## config.mk

```make
export PLATFORM = sky130hd
export DESIGN_NAME = id_exe_hazard_ctrl
export DESIGN_NICKNAME = d
export VERILOG_FILES = /design/src/rtl/id_exe_hazard_ctrl.sv
export SDC_FILE = /design/constraint.sdc
export NUM_CORES = 1
export LEC_CHECK = 0
export ABC_AREA = 1
export BUFFER_PORTS_ARGS = -buffer_cell sky130_fd_sc_hd__clkbuf_2
export CAP_MARGIN = 30
export CORE_ASPECT_RATIO = 0.8
export CORE_MARGIN = 4
export CORE_UTILIZATION = 45
export CTS_CLUSTER_DIAMETER = 200
export DETAILED_ROUTE_END_ITERATION = 6
export GPL_TIMING_DRIVEN = 0
export PLACE_DENSITY_LB_ADDON = 0.12
export SLEW_MARGIN = 20
export SYNTH_ARGS = -nofsm -noshare
export SYNTH_HDL_FRONTEND = slang
export SYNTH_SLANG_ARGS = --single-unit
```

## constraint.sdc

```tcl
create_clock -name clk -period 3.5 [get_ports clk]
set_clock_uncertainty 0.2 [all_clocks]
set_input_delay 0.7 -clock clk [delete_from_list [all_inputs] [get_ports clk]]
set_output_delay 0.7 -clock clk [all_outputs]
set_load 0.1 [all_outputs]
```

## src/rtl/id_exe_hazard_ctrl.sv

```systemverilog
// Issue/hazard controller for the ID/EXE register: tracks pending vector and scalar
// writes, stalls on RAW/WAW, holds the front end during multi-cycle ops, squashes on branches.
module id_exe_hazard_ctrl #(
    parameter int NREG      = 8,
    parameter int AW        = 3,
    parameter int MC_CYCLES = 4
) (
    input  logic            clk,
    input  logic            rst_n,
    input  logic            id_valid,
    input  logic [AW-1:0]   id_rs1,
    input  logic            id_rs1_vec,
    input  logic            id_rs1_use,
    input  logic [AW-1:0]   id_rs2,
    input  logic            id_rs2_vec,
    input  logic            id_rs2_use,
    input  logic [AW-1:0]   id_rd,
    input  logic            id_wrv,
    input  logic            id_wrs,
    input  logic            id_multicycle,
    input  logic            wb_valid,
    input  logic [AW-1:0]   wb_rd,
    input  logic            wb_wrv,
    input  logic            wb_wrs,
    input  logic            br_taken,
    output logic            issue,
    output logic            bubble_ex,
    output logic            stall_front,
    output logic            flush_id,
    output logic            kill_ex,
    output logic [NREG-1:0] busy_vec,
    output logic [NREG-1:0] busy_scl,
    output logic            multi_busy
);

    localparam int CW = (MC_CYCLES > 2) ? $clog2(MC_CYCLES) : 1;

    typedef enum logic {ST_RUN, ST_MULTI} state_t;

    state_t          state_reg;
    logic [CW-1:0]   cnt_reg;
    logic [NREG-1:0] busy_vec_reg, busy_vec_next;
    logic [NREG-1:0] busy_scl_reg, busy_scl_next;
    logic            exe_valid_reg;
    logic [AW-1:0]   exe_rd_reg;
    logic            exe_wrv_reg;
    logic            exe_wrs_reg;

    logic [NREG-1:0] wb_clr_vec, wb_clr_scl;
    logic [NREG-1:0] kill_clr_vec, kill_clr_scl;
    logic [NREG-1:0] set_vec, set_scl;
    logic [NREG-1:0] pend_vec, pend_scl;
    logic            raw, waw, hazard;

    // Per-register decode of the WB clear, the branch-kill clear and the issue set.
    generate
        for (genvar gi = 0; gi < NREG; gi++) begin : g_bits
            assign wb_clr_vec[gi]   = wb_valid & wb_wrv & (wb_rd == AW'(gi));
            assign wb_clr_scl[gi]   = wb_valid & wb_wrs & (wb_rd == AW'(gi));
            assign kill_clr_vec[gi] = kill_ex & exe_valid_reg & exe_wrv_reg & (exe_rd_reg == AW'(gi));
            assign kill_clr_scl[gi] = kill_ex & exe_valid_reg & exe_wrs_reg & (exe_rd_reg == AW'(gi));
            assign set_vec[gi]      = issue & id_wrv & (id_rd == AW'(gi));
            assign set_scl[gi]      = issue & id_wrs & (id_rd == AW'(gi));
        end
    endgenerate

    // A register written back this cycle is readable now: the file writes before it reads.
    assign pend_vec = busy_vec_reg & ~wb_clr_vec;
    assign pend_scl = busy_scl_reg & ~wb_clr_scl;

    assign raw = (id_rs1_use & (id_rs1_vec ? pend_vec[id_rs1] : pend_scl[id_rs1]))
               | (id_rs2_use & (id_rs2_vec ? pend_vec[id_rs2] : pend_scl[id_rs2]));
    assign waw = (id_wrv & pend_vec[id_rd]) | (id_wrs & pend_scl[id_rd]);
    assign hazard = id_valid & (raw | waw);

    always_comb begin
        issue       = 1'b0;
        bubble_ex   = 1'b1;
        stall_front = 1'b0;
        flush_id    = 1'b0;
        kill_ex     = 1'b0;
        if (!rst_n) begin
            issue = 1'b0;
        end else if (br_taken) begin
            flush_id = 1'b1;
            kill_ex  = 1'b1;
        end else if (state_reg == ST_MULTI) begin
            stall_front = 1'b1;
        end else begin
            issue       = id_valid & ~hazard;
            stall_front = hazard;
            bubble_ex   = ~(id_valid & ~hazard);
        end
    end

    // Set after clear so a same-cycle WB and issue of one register leaves it busy.
    assign busy_vec_next = (busy_vec_reg & ~wb_clr_vec & ~kill_clr_vec) | set_vec;
    assign busy_scl_next = (busy_scl_reg & ~wb_clr_scl & ~kill_clr_scl) | set_scl;

    always_ff @(posedge clk or negedge rst_n) begin
        if (!rst_n) begin
            busy_vec_reg <= '0;
            busy_scl_reg <= '0;
        end else begin
            busy_vec_reg <= busy_vec_next;
            busy_scl_reg <= busy_scl_next;
        end
    end

    // EXE record: held while a multi-cycle op occupies EXE so a branch can still kill it.
    always_ff @(posedge clk or negedge rst_n) begin
        if (!rst_n) begin
            exe_valid_reg <= 1'b0;
            exe_rd_reg    <= '0;
            exe_wrv_reg   <= 1'b0;
            exe_wrs_reg   <= 1'b0;
        end else if (kill_ex) begin
            exe_valid_reg <= 1'b0;
        end else if (state_reg == ST_MULTI) begin
            exe_valid_reg <= exe_valid_reg;
        end else if (issue) begin
            exe_valid_reg <= 1'b1;
            exe_rd_reg    <= id_rd;
            exe_wrv_reg   <= id_wrv;
            exe_wrs_reg   <= id_wrs;
        end else begin
            exe_valid_reg <= 1'b0;
        end
    end

    always_ff @(posedge clk or negedge rst_n) begin
        if (!rst_n) begin
            state_reg <= ST_RUN;
            cnt_reg   <= '0;
        end else begin
            case (state_reg)
                ST_RUN: begin
                    if (issue && id_multicycle) begin
                        state_reg <= ST_MULTI;
                        cnt_reg   <= CW'(MC_CYCLES - 1);
                    end
                end
                ST_MULTI: begin
                    if (br_taken || cnt_reg == CW'(1)) begin
                        state_reg <= ST_RUN;
                        cnt_reg   <= '0;
                    end else begin
                        cnt_reg <= cnt_reg - CW'(1);
                    end
                end
                default: begin
                    state_reg <= ST_RUN;
                    cnt_reg   <= '0;
                end
            endcase
        end
    end

    assign busy_vec   = busy_vec_reg;
    assign busy_scl   = busy_scl_reg;
    assign multi_busy = (state_reg == ST_MULTI);

endmodule

```

# Yosys cells after proc, flatten, opt, wreduce, memory -nomap -nowiden
# Index checks and enable logic that the tools add are counted.
[totals]
reg_bits = 25
output_inout_bits = 22
wordCells = 154
[classes]
n_addsub = 1
n_lt_le_gt_ge = 3
n_eq_ne = 24
mux = 34
n_bitwise = 78
reduce_logical = 6
[op_table]
columns = ["operator", "n"]
rows = [
  ["AND 1 bit", 61],
  ["equality test 3 bit (second input constant)", 12],
  ["AND 8 bit", 4],
  ["inverter 8 bit", 4],
  ["2-to-1 mux 1 bit", 24],
  ["binary-select mux 1 bit (select 3 bit)", 6],
  ["equality test 3 x 2 -> 1 bit (second input constant)", 6],
  ["bitwise OR 8 bit", 2],
  ["less-than comparator 3 x 4 -> 1 bit (second input constant)", 3],
  ["equality test 3 x 1 -> 1 bit (second input constant)", 3],
  ["logical NOT 3 bit", 3],
  ["2-to-1 mux 2 bit", 2],
  ["inequality test 2 bit (second input constant)", 2],
  ["inverter 1 bit", 4],
  ["case mux 2 bit (2 select lines)", 1],
  ["bitwise OR 1 bit", 3],
  ["AND reduction 3 bit", 1],
  ["equality test 2 x 1 -> 1 bit (second input constant)", 1],
  ["case mux 1 bit (2 select lines)", 1],
  ["subtractor 2 x 1 -> 2 bit (second input constant)", 1],
  ["logical AND 1 bit", 1],
  ["logical OR 1 bit", 1],
]

# Longest topological paths before layout
[depth]
ltp_word = 19
depth_mapped = 16

# Least setup slack after synthesis
# OpenSTA, ideal clock, no wires.
[synth_timing]
path_kind = "input-to-output"
startpoint = "input port wb_rd[2]"
endpoint = "output port stall_front"
t_arrival_ns = 3.750
required_ns = 2.600
slack_ns = -1.150
path_stages = 13
path_cell_list = "buf_6 inv_1 nor2_1 nand2_1 nand2_1 nand2_1 o21ai_1 nand3b_1 nand2_1 nand2_1 nand2_1 nor2_2 o21ai_0"
[synth_between]
elab_chain_len = 14
elab_cells_between_ends = 53
cone_classes = "eq/ne (7); mux (17); bitwise (28); reduce/logical (1)"
[synth_lines]
columns = ["item", "line_no", "rtl"]
rows = [
  ["from (decl)", "22", "input logic [AW-1:0] wb_rd,"],
  ["equality test 3 x 1 -> 1 bit (tied with other cells)", "58, 59", ""],
  ["AND 1 bit, on equally long branches", "59, 58", ""],
  ["inverter 8 bit, on equally long branches", "69, 68", ""],
  ["AND 8 bit, on equally long branches", "69, 68", ""],
  ["binary-select mux 1 bit (select 3 bit), on equally long branches", "71, 72", ""],
  ["2-to-1 mux 1 bit, on equally long branches (2 in a row)", "71, 72", ""],
  ["AND 1 bit, on equally long branches", "71, 72", ""],
  ["bitwise OR 1 bit", "72", "| (id_rs2_use & (id_rs2_vec ? pend_vec[id_rs2] : pend_scl[id_rs2]));"],
  ["bitwise OR 1 bit *", "74", "assign hazard = id_valid & (raw | waw);"],
  ["AND 1 bit *", "74", ""],
  ["2-to-1 mux 1 bit *", "87", "end else if (state_reg == ST_MULTI) begin"],
  ["2-to-1 mux 1 bit *", "84", "end else if (br_taken) begin"],
  ["2-to-1 mux 1 bit *", "82", "if (!rst_n) begin"],
  ["to (decl)", "28", "output logic stall_front,"],
]
# Mark *: on every way between the ends. The rest lies on a longest branch, timed or not. The select of a mux whose other input is x is not followed.

# Worst setup path after layout
[layout_timing]
startpoint = "input port wb_valid"
endpoint = "output port issue"
[layout_between]
elab_chain_len = 16
elab_cells_between_ends = 49
cone_classes = "mux (17); bitwise (32)"
[layout_lines]
columns = ["item", "line_no", "rtl"]
rows = [
  ["from (decl)", "21", "input logic wb_valid,"],
  ["AND 1 bit, on equally long branches (2 in a row)", "59, 58", ""],
  ["inverter 8 bit, on equally long branches", "69, 68", ""],
  ["AND 8 bit, on equally long branches", "69, 68", ""],
  ["binary-select mux 1 bit (select 3 bit), on equally long branches", "71, 72", ""],
  ["2-to-1 mux 1 bit, on equally long branches (2 in a row)", "71, 72", ""],
  ["AND 1 bit, on equally long branches", "71, 72", ""],
  ["bitwise OR 1 bit", "72", ""],
  ["bitwise OR 1 bit *", "74", ""],
  ["AND 1 bit *", "74", ""],
  ["inverter 1 bit *", "90", "issue = id_valid & ~hazard;"],
  ["AND 1 bit *", "90", ""],
  ["2-to-1 mux 1 bit *", "87", ""],
  ["2-to-1 mux 1 bit *", "84", ""],
  ["2-to-1 mux 1 bit *", "82", ""],
  ["to (decl)", "26", "output logic issue,"],
]
# Marks and branches as above.

==> flow_metrics.env <==
export IMPL_endpoint_kind="output port"
export IMPL_setup_tns_ns=0
export IMPL_final_seq_area_sq_um=626
export IMPL_first_global_vias=1996
export IMPL_cts_tree="done"
export IMPL_yosysMostFrequentCell="nand3_1"
export IMPL_fin_crit_ns=3.44
export IMPL_dpl_hpwl_mm=4.71
export IMPL_hold_path_class="in -> async"
export IMPL_rows=20
export IMPL_io_buffers=44
export IMPL_clk_latency_ns=0.27
export IMPL_avgSynthCellArea_sq_um=6.56
export IMPL_synth_edff_count=0
export IMPL_synth_cell_type_count=25
export IMPL_powerDensity_nw_per_um2=431
export IMPL_final_nets=373
export IMPL_max_cap_viol_count=0
export IMPL_path_clk_slew_ns=0.08
export IMPL_die_height_microns=66.4
export IMPL_yosysWarningCount=0
export IMPL_die_area_sq_um=5370
export IMPL_dr_pass1_iters=7
export IMPL_cts_made_buffers=3
export IMPL_cts_buffer_depth=2
export IMPL_wl_per_cell_microns=15.3
export IMPL_fin_crit_sh=0.983
export IMPL_antenna_left=0
export IMPL_status="complete, no violations"
export IMPL_cp_start_kind="input pin"
export IMPL_die_w_microns=81.0
export IMPL_diodes=0
export IMPL_syn2layout_area_growth_pct=24.5
export IMPL_synth_area_leaders="dfrtp_1, nand3_1, nand2_1"
export IMPL_grt_overflow=0
export IMPL_core_area_sq_um=3950
export IMPL_cp_required_ns=2.60
export IMPL_dpl_cell_area_sq_um=2210
export IMPL_critPathKind="in -> out"
export IMPL_grt_max_degree=29
export IMPL_htree_levels=1
export IMPL_grt_util_all_layers=0.228
export IMPL_slowest_delay_ns=0.30
export IMPL_synth_common_cells="nand3_1, nand2_1, inv_1, dfrtp_1, nor2_1"
export IMPL_fmax_mhz=291
export IMPL_synth_seq_area_share=0.326
export IMPL_synth_largest_area_cell="dfrtp_1"
export IMPL_slew_limit_headroom=0.563
export IMPL_syn_num_nets=319
export IMPL_ctsHoldBuffers=0
export IMPL_drv_slew=0
export IMPL_power_leakage_nw=1.19
export IMPL_drt_initial_drc_count=275
export IMPL_grt_pass1_wl_mm=9.51
export IMPL_rsz0062_at_grt="yes"
export IMPL_slowest_stage="a21boi_1"
export IMPL_fin_area_sq_um=2390
export IMPL_crit_buf_inv=5
export IMPL_syn_cell_area_sq_um=1920
export IMPL_crit_chain="clkbuf_2 > nand2_2 > clkinvlp_2 > a21boi_1 > o21ai_1 > nor2_1 > nand2_1 > nand2_1 > nand2_1 > nand2_1 > nor2_4 > nand2_4 > buf_8 > clkinvlp_4 > buf_12"
export IMPL_drc=0
export IMPL_vias=2279
export IMPL_clockRootBuffer="clkbuf_8"
export IMPL_place_congestion=0.935
export IMPL_initial_core_util=0.485
export IMPL_io_pins=48
export IMPL_whs_ns=0.244
export IMPL_antenna_found_initial=0
export IMPL_ir_drop_mv=0.335
export IMPL_worstMarginPinSlew_ns=0.656
export IMPL_syn_inst=292
export IMPL_path_common_cell="nand2_1"
export IMPL_async_flop_share=1.00
export IMPL_synth_seq_cells=25
export IMPL_crit_fanout=10
export IMPL_yosys_most_used_dff="dfrtp_1"
export IMPL_via_per_inst=5.70
export IMPL_fill_cells=389
export IMPL_finalSetupViolCount=0
export IMPL_clkSinkCount=25
export IMPL_reg2reg_slack_ns=1.38
export IMPL_utilization=0.603
export IMPL_power_total_mw=1.03
export IMPL_path_delay_family="buffers and inverters"
export IMPL_drt_total_wl_mm=6.12
export IMPL_yosysTopAreaCellShare=0.326
export IMPL_cp_arrival_ns=2.54
export IMPL_final_layout_size_suffix_gt1_frac=0.246
export IMPL_hold_viol=0
export IMPL_multi_input_area_sq_um=1210
path summary, 6_finish.rpt:
path / start / endpoint / cells past startpoint
min reg2reg: exe_wrs_reg$_DFFE_PN0P_ / exe_wrs_reg$_DFFE_PN0P_ / 2
max reg2reg: busy_vec[6]$_DFF_PN0_ / busy_vec[3]$_DFF_PN0_ / 12
max in group asynchronous: rst_n / busy_vec[3]$_DFF_PN0_ / 1
min in group clk: exe_wrs_reg$_DFFE_PN0P_ / exe_wrs_reg$_DFFE_PN0P_ / 2
min: rst_n / exe_wrv_reg$_DFFE_PN0P_ / 1
max: wb_valid / issue / 15
worst register-to-register path, cell delays in order (launching register included):
cell and delay (ns):
dfrtp_1 0.44, and2_1 0.20, o21ai_1 0.16, nand3b_1 0.13
nand2_1 0.06, nand2_1 0.05, nand2_1 0.08, nor2_4 0.14
nand2_4 0.09, buf_4 0.15, nor2_4 0.21, nand2_1 0.09
nand2_1 0.07
per-stage QoR:
stage                     setup WS (ns)  cells
after floorplan                  0.0798    292
after global placement           -0.285    391
after detailed placement         -0.275    391
after CTS                      0.000607    395
after global routing            -0.0130    400
final                            0.0586    400
logic make-up (layout without fill, tap and decap cells):
logic type               after synthesis  after routing  synth area share
AND/OR/NAND/NOR                      202            202             0.481
buffers and inverters                 33             86            0.0744
AO/OA/AOI/OAI                         31             31             0.112
flip-flops                            25             25             0.326
adder cells (fa/ha/maj)                1              1           0.00653
per-layer routing:
| layer | wire (microns) | vias up | GRT usage | share of wire |
|---|---|---|---|---|
| met5 | 0 | - | 0 | 0 |
| met4 | 49 | 0 | 0.0316 | 0.0080 |
| met3 | 758 | 10 | 0.0695 | 0.12 |
| met2 | 2580 | 148 | 0.339 | 0.42 |
| met1 | 2730 | 1025 | 0.330 | 0.45 |
| li1 | - | 1096 | - | - |
cell type report:
| type | count | area share |
|---|---|---|
| repair buffers | 48 | 0.115 |
| repair inverters | 1 | 0.00210 |
| plain buffers | 5 | 0.0184 |
| well taps | 55 | 0.0288 |
| clock buffers | 4 | 0.0189 |
| inverters | 28 | 0.0488 |
| multi-input cells | 234 | 0.506 |
| flip-flops and latches | 25 | 0.262 |
power by group:
| part | switching, mW | leakage, nW | internal, mW |
|---|---|---|---|
| registers | 0.0555 | 0.331 | 0.336 |
| logic | 0.350 | 0.833 | 0.116 |
| clock network | 0.0883 | 0.0228 | 0.0815 |
cells in the final DEF (no fill, tap or decap), drive strengths merged:
cell | synthesis | final
dfrtp | 25 | 25
a21oi | 5 | 5
o31ai | 1 | 1
nor2 | 22 | 22
nand3 | 88 | 88
nand2 | 86 | 86
o21ai | 10 | 10
nand4 | 2 | 2
a21boi | 1 | 1
ha | 1 | 1
and2 | 1 | 1
nand3b | 3 | 3
buf | 3 | 9
o21bai | 7 | 7
inv | 27 | 25
clkbuf | 2 | 48
o211ai | 7 | 7
clkinvlp | 0 | 4
timing repair:
item | in CTS | in global routing
gates cloned | 0 | 1
buffers inserted | 0 | 4
endpoints found under the setup margin | 2 | 3
pin swaps | 0 | 2
gates resized for setup | 6 | 24
No activity file was read; power rests on OpenSTA's default activity.
